<file path="src/rtl/rs232_rxfifo.sv">
// ============================================================================
// rs232_rxfifo
// Receive buffer between the RS-232 receiver and the CPU I/O bus. Each byte
// offered by the receiver is acknowledged with a one-cycle rx_done pulse and
// stored in a 2^DEPTH_LOG2 x 8 FIFO. The head byte, a ready flag, the fill
// count and a sticky overrun flag are presented to the CPU read path.
// Revision: 1.0
// ============================================================================
`default_nettype none

module rs232_rxfifo #(
    parameter int DEPTH_LOG2 = 4
) (
    input  logic                  clk_i,
    input  logic                  rst_ni,
    input  logic                  rx_rdy_i,
    input  logic [7:0]            rx_data_i,
    output logic                  rx_done_o,
    input  logic                  pop_i,
    input  logic                  flush_i,
    input  logic                  clr_ovf_i,
    output logic [7:0]            dout_o,
    output logic                  rdy_o,
    output logic [DEPTH_LOG2:0]   count_o,
    output logic                  ovf_o
);

    localparam int                     DEPTH      = 1 << DEPTH_LOG2;
    localparam logic [DEPTH_LOG2:0]    FULL_COUNT = (DEPTH_LOG2 + 1)'(DEPTH);
    localparam logic [DEPTH_LOG2:0]    CNT_ONE    = (DEPTH_LOG2 + 1)'(1);
    localparam logic [DEPTH_LOG2-1:0]  PTR_ONE    = DEPTH_LOG2'(1);

    typedef enum logic [1:0] {
        S_IDLE = 2'd0,
        S_ACK  = 2'd1,
        S_WAIT = 2'd2
    } state_t;

    state_t                 state_q;
    logic                   rx_done_q;
    logic [7:0]             mem_q [DEPTH];
    logic [DEPTH_LOG2-1:0]  wp_q, wp_d;
    logic [DEPTH_LOG2-1:0]  rp_q, rp_d;
    logic [DEPTH_LOG2:0]    count_q, count_d;
    logic                   ovf_q, ovf_d;

    logic                   empty;
    logic                   full;
    logic                   push;
    logic                   pop_ok;
    logic                   push_ok;
    logic                   overrun;

    // A capture happens exactly on the IDLE->ACK transition.
    assign push    = (state_q == S_IDLE) && rx_rdy_i;
    assign empty   = (count_q == '0);
    assign full    = (count_q == FULL_COUNT);
    assign pop_ok  = pop_i && !empty;
    // A same-cycle pop frees the slot, so a push at full still fits.
    assign push_ok = push && (!full || pop_ok);
    // Flush discards the incoming byte without flagging it as lost.
    assign overrun = push && full && !pop_ok && !flush_i;

    // Capture handshake: acknowledge once, then wait for the receiver to let go.
    always_ff @(posedge clk_i or negedge rst_ni) begin
        if (!rst_ni) begin
            state_q   <= S_IDLE;
            rx_done_q <= 1'b0;
        end else begin
            rx_done_q <= 1'b0;
            case (state_q)
                S_IDLE: begin
                    if (rx_rdy_i) begin
                        state_q   <= S_ACK;
                        rx_done_q <= 1'b1;
                    end
                end
                S_ACK:   state_q <= S_WAIT;
                S_WAIT:  if (!rx_rdy_i) state_q <= S_IDLE;
                default: state_q <= S_IDLE;
            endcase
        end
    end

    // Pointer, count and overrun next-state; flush overrides push and pop.
    always_comb begin
        wp_d    = wp_q;
        rp_d    = rp_q;
        count_d = count_q;
        if (flush_i) begin
            rp_d    = wp_q;
            count_d = '0;
        end else begin
            if (push_ok) wp_d = wp_q + PTR_ONE;
            if (pop_ok)  rp_d = rp_q + PTR_ONE;
            if (push_ok && !pop_ok)      count_d = count_q + CNT_ONE;
            else if (!push_ok && pop_ok) count_d = count_q - CNT_ONE;
        end
        // Set wins over a simultaneous clear.
        if (overrun)        ovf_d = 1'b1;
        else if (clr_ovf_i) ovf_d = 1'b0;
        else                ovf_d = ovf_q;
    end

    // FIFO bookkeeping registers.
    always_ff @(posedge clk_i or negedge rst_ni) begin
        if (!rst_ni) begin
            wp_q    <= '0;
            rp_q    <= '0;
            count_q <= '0;
            ovf_q   <= 1'b0;
        end else begin
            wp_q    <= wp_d;
            rp_q    <= rp_d;
            count_q <= count_d;
            ovf_q   <= ovf_d;
        end
    end

    // Storage array; contents need no reset since count gates the output.
    always_ff @(posedge clk_i) begin
        if (push_ok && !flush_i) mem_q[wp_q] <= rx_data_i;
    end

    assign dout_o    = empty ? 8'h00 : mem_q[rp_q];
    assign rdy_o     = !empty;
    assign count_o   = count_q;
    assign ovf_o     = ovf_q;
    assign rx_done_o = rx_done_q;

endmodule

`default_nettype wire

</file>
<file path="config.mk">
export PLATFORM = sky130hd
export DESIGN_NAME = rs232_rxfifo
export DESIGN_NICKNAME = d
export VERILOG_FILES = /design/src/rtl/rs232_rxfifo.sv
export SDC_FILE = /design/constraint.sdc
export NUM_CORES = 1
export LEC_CHECK = 0
export CAP_MARGIN = 20
export CORE_MARGIN = 4
export CORE_UTILIZATION = 45
export CTS_CLUSTER_SIZE = 10
export DETAILED_ROUTE_END_ITERATION = 10
export PLACE_DENSITY = 0.72
export RECOVER_POWER = 100
export SLEW_MARGIN = 20
export SYNTH_ARGS = -nofsm -noshare
export SYNTH_HDL_FRONTEND = slang
export SYNTH_SLANG_ARGS = --single-unit
</file>
<file path="constraint.sdc">
create_clock -name clk_i -period 5 [get_ports clk_i]
set_input_delay 0.75 -clock clk_i [delete_from_list [all_inputs] [get_ports clk_i]]
set_output_delay 0.75 -clock clk_i [all_outputs]
set_load 0.02 [all_outputs]
</file>
### After elaboration in Yosys (flattened, before gate mapping)

Memory sizes are Yosys's and may differ from the RTL's.
Index checks and enable logic that the tools add are counted.

* $add $sub $neg: 4
* bitwise operators: 1
* multiply operators: 0
* div/mod/pow operators: 0
* reduce and logical (&&, ||, !) cells: 22
* mux-type cells: 15
* equal/unequal tests: 5
* shift-type cells: 0
* order comparisons: 0

Operators with widths (count)
* 5-bit 2-to-1 mux: 3
* 1-bit logical AND: 9
* 4-bit by 1-bit adder with 4-bit output (second input constant): 2
* 4-bit 2-to-1 mux: 2
* 8-bit 2-to-1 mux: 1
* 1-bit 2-to-1 mux: 6
* 2-bit one-hot mux with 3 select lines: 1
* 5-bit by 1-bit adder with 5-bit output (second input constant): 1
* 5-bit equality test (second input constant): 1
* 1-bit zero test: 5
* 5-bit zero test: 1
* 5-bit by 1-bit subtractor with 5-bit output (second input constant): 1
* 2-bit 2-to-1 mux: 2
* 2-bit != test (second input constant): 2
* 2-bit AND reduction: 2
* 2-bit nonzero test: 2
* 3-bit nonzero test: 1
* 2-bit by 1-bit equality test with 1-bit output (second input constant): 1
* 2-bit equality test (second input constant): 1
* 2-bit zero test: 1
* 1-bit logical OR: 1
* 1-bit NOT: 1

* word-level logic and storage cells: 54
* input port bits: 14
* register bits: 17
* memories: 1
* bits in latches: 0
* ROM bits: 0
* output and inout port bits: 16
* memory bits (writable): 128

Memory list
* mem_q: depth 16, bits a word 8, read ports 1, clocked after memory_dff 0, wr ports 1, RTL line 41 `logic [7:0] mem_q [DEPTH];`

### Logic depth before layout (Yosys ltp)

* word-level depth: 10
* depth in mapped cells: 9
* mapped depth without buffers: 8

### Least setup slack after synthesis

No wires, ideal clock.

* path kind: in2reg
* start point: input rx_rdy_i
* end point: register count_q[4] (netlist: count_o[4])
* setup slack: 2182 ps
* required time: 4918 ps
* cell stages on the path: 9
* library setup time: 82 ps
* arrival: 2737 ps
* path buffers: 1
* path through: or3b_1 > buf_2 > a21oi_1 > nand2_1 > ha_1 > a21oi_1 > nand2_1 > or4_1 > a31oi_1

* cells in the longest elaborated chain, start to end: 5

RTL lines
* from (decl): RTL line 16 `input logic rx_rdy_i,`
* 1-bit logical AND *: RTL line 55 `assign push = (state_q == S_IDLE) && rx_rdy_i;`
* 1-bit logical AND *: RTL line 60 `assign push_ok = push && (!full || pop_ok);`
* 1-bit logical AND / 1-bit zero test (equally long branches): RTL line 96, 97
* 5-bit 2-to-1 mux / 1-bit logical AND (equally long branches): RTL line 96, 97
* 5-bit 2-to-1 mux / 3-bit nonzero test (equally long branches)
* to (signal assigned): RTL line 115 `count_q <= count_d;`
* to (decl): RTL line 44 `logic [DEPTH_LOG2:0] count_q, count_d;`

Every way passes the cells marked *; elsewhere a longest branch is shown, timed or not.
A chain may end at the register's enable or synchronous reset.

### Worst setup path after layout

* start point: register rp_q[0]
* end point: output dout_o[6]

* cells in the longest elaborated chain, start to end: 2

RTL lines
* from (decl): RTL line 43 `logic [DEPTH_LOG2-1:0] rp_q, rp_d;`
* from (signal assigned): RTL line 114 `rp_q <= rp_d;`
* memory 16 x 8 bit
* 8-bit 2-to-1 mux: RTL line 125 `assign dout_o = empty ? 8'h00 : mem_q[rp_q];`
* to (decl): RTL line 22 `output logic [7:0] dout_o,`

Every way passes these cells.

==> results.yml <==
clocking:
  cts_setup_buffers: 0
  cts-resized-gates: 0
  cts_inserted_buffers: 17
  cts_buffer_depth: 2
  hold_buffers: 0
  clkTransAtPathRegs_ps: 60
  cts_tree: "yes"
  h-tree-depth: 4
  cts_root_buf: "clkbuf_16"
  cts_sinks: 145
  insertion_delay_ps: 420
synthesis:
  synth-xor-area-share_pct: 0.878
  synth_compound_gate_area_share_pct: 2.84
  yosysTopAreaCell: "edfxtp_1"
  synth_fa_ha_area_share_pct: 2.22
  synth_top_family_by_area: "multiplexers"
  synthMuxAreaShare_pct: 15.7
  netlist_area_um2: 5990
  yosys_warnings: 0
  synth-seq-cells: 145
  synth_nets: 343
  synthSimpleGateAreaFrac_pct: 5.37
  synthCells: 319
  yosys.area.top_type_share_pct: 64.2
  ys_seq_area_share_pct: 71.3
  yosys-top-cells-area: "edfxtp_1 64%, mux4_2 12%, dfrtp_1 7.1%"
  ys_types: 35
  avgSynthCellArea_um2: 18.8
worst_setup_path:
  start_kind: "flop"
  r2r-start: "count_o[1]"
  crit_slowest_cell: "dfrtp_2"
  reg2reg_slack_ps: 1420
  critPathKind: "flop to primary output"
  critPathRequiredTime_ps: 4250
  startpoint: "rp_q[0]"
  critical_path_arrival_ps: 3280
  end_kind: "primary output"
  worstPathCellList: "clkbuf_1 > mux4_2 > mux2i_1 > o22ai_1 > dlygate4sd3_1"
  cpPeakStageDelay_ps: 950
  cp_max_fo: 26
detailed_routing:
  via_count: 2963
  ant_nets: 0
  drt_wl_total_um: 11000
  drt_iter0_drc: 272
  wl_per_cell_um: 20.5
  drt-pass1-iter-count: 5
  drcViolationCount: 0
  vias_per_cell: 5.52
floorplan:
  start_util_pct: 46.7
  core_um2: 12800
  chipWidth_um: 123
  io_pins: 30
  rows: 41
  chipHeight_um: 123
  dieArea_um2: 15200
timing:
  relSlewSlack_pct: 39.7
  slew_viol_final: 0
  fin_tns_setup_ps: 0
  fin_skew_ps: 9.17
  hold_viol: 0
  max_slew.worst_pin.slew_ps: 904
  fin_crit_sh_pct: 80.6
  rsz0062_at_grt: "no"
  setup_violations: 0
  period_minus_slack_ps: 4030
  fmaxAchievable_mhz: 248
grt:
  antenna_found_initial: 0
  grt_pass1_vias: 3019
  grt-ovfl-total: 0
  track_usage_pct: 16.0
  grt_pass1_wl_um: 17500
  grt_max_degree: 36
placed_design:
  dp_hpwl_um: 6870
  io_buffers: 29
  placed_cell_area_um2: 6450
  gp_congestion: 0.752
layout:
  diodes: 0
  final_common_cell: "edfxtp_1"
  num-nets-final: 378
  post_route_cells_drive_above_1_share_pct: 17.8
  final_cell_mix: "128 x edfxtp_1, 32 x mux4_2, 24 x dlygate4sd3_1, 21 x mux2i_1, 17 x clkbuf_16"
  finalInstanceArea_um2: 6980
  fill_cells: 1029
  area_growth_pct: 16.6
hold_path:
  min_from: "state_q[1]"
  hp-class: "flop to flop"
run:
  cap_violations: 0
power_and_ir_drop:
  leakage_nw: 2.41
  powerDensity_nw_per_um2: 576
  irDropWorstVdd_uv: 272
  total_power_mw: 4.02
status:
  status: "complete, no violations"
[cells by family after synthesis]
logic type,Yosys count
AOI/OAI and AO/OA,26
muxes,54
DFF,145
buffers and inverters,24
adders and majority gates,10
and+or+nand+nor,54
xor gates and xnor gates,6
[cells in the mapped netlist (all sizes together)]
master / instances
nor2: 2
o21ai: 7
or3b: 1
o211ai: 3
and3: 9
clkbuf: 8
a21oi: 4
nor2b: 4
nand2b: 2
nand3: 6
a31oi: 1
xnor2: 3
nor4: 1
ha: 9
inv: 8
dfrtp: 17
or4: 3
and4: 4
a211oi: 1
mux4: 32
o32ai: 1
nand2: 16
nand4: 2
mux2: 1
buf: 8
and3b: 4
a211o: 1
mux2i: 21
xor2: 3
fa: 1
edfxtp: 128
o22ai: 8
[flip-flops by register name, indices dropped and copies added (netlist names)]
signal,count
count_o,5
mem_q,128
ovf_o,1
rp_q,4
rx_done_o,1
state_q,2
wp_q,4
[critical path, delay by kind of cell, from the launching register on]
family                 cells  cell delay, ps
AO/OA/AOI/OAI              1             100
buffers and inverters      2            1110
multiplexers               2             700
flip-flops                 1             950
[layout make-up]
class,instances,area (um^2),share of cell area (%)
flip-flops and latches,145,4270,61.2
multi-input cells,150,1600,22.9
clock buffers,18,429,6.15
repair buffers,32,302,4.32
well taps,172,215,3.08
clock inverters,12,133,1.90
inverters,8,30.0,0.430
[where the power goes]
group | switching (mW) | total (mW) | internal, mW
clock network | 0.479 | 1.21 | 0.731
registers | 0.236 | 1.65 | 1.41
logic | 0.570 | 1.17 | 0.596
[routing by layer]
layer	track usage [%]	part of all wire, %	up-vias
li1	-	-	1364
met1	22.7	44	1511
met2	24.3	50	75
met3	3.84	4.9	13
met4	5.81	1.4	0
met5	0	0	-
[path summary, 6_finish.rpt]
check / end / cells after the start
hold / removal: state_q[1] / 1
hold reg to reg: state_q[1] / 1
min in group asynchronous: state_q[1] / 1
setup / recovery: dout_o[6] / 5
setup reg to reg: count_o[4] / 8
max in group asynchronous: rp_q[1] / 1
[per-stage QoR]
stage	setup slack (ps)	std cells	hold WS, ps	util, %
final	971	537	507	54.4
after global routing	739	537	544	54.4
after CTS	1140	537	518	54.7
after detailed placement	1450	507	510	50.3
after global placement	1560	507	474	50.3
after floorplan	2180	319	451	-
No activity file was read; power rests on OpenSTA's default activity.
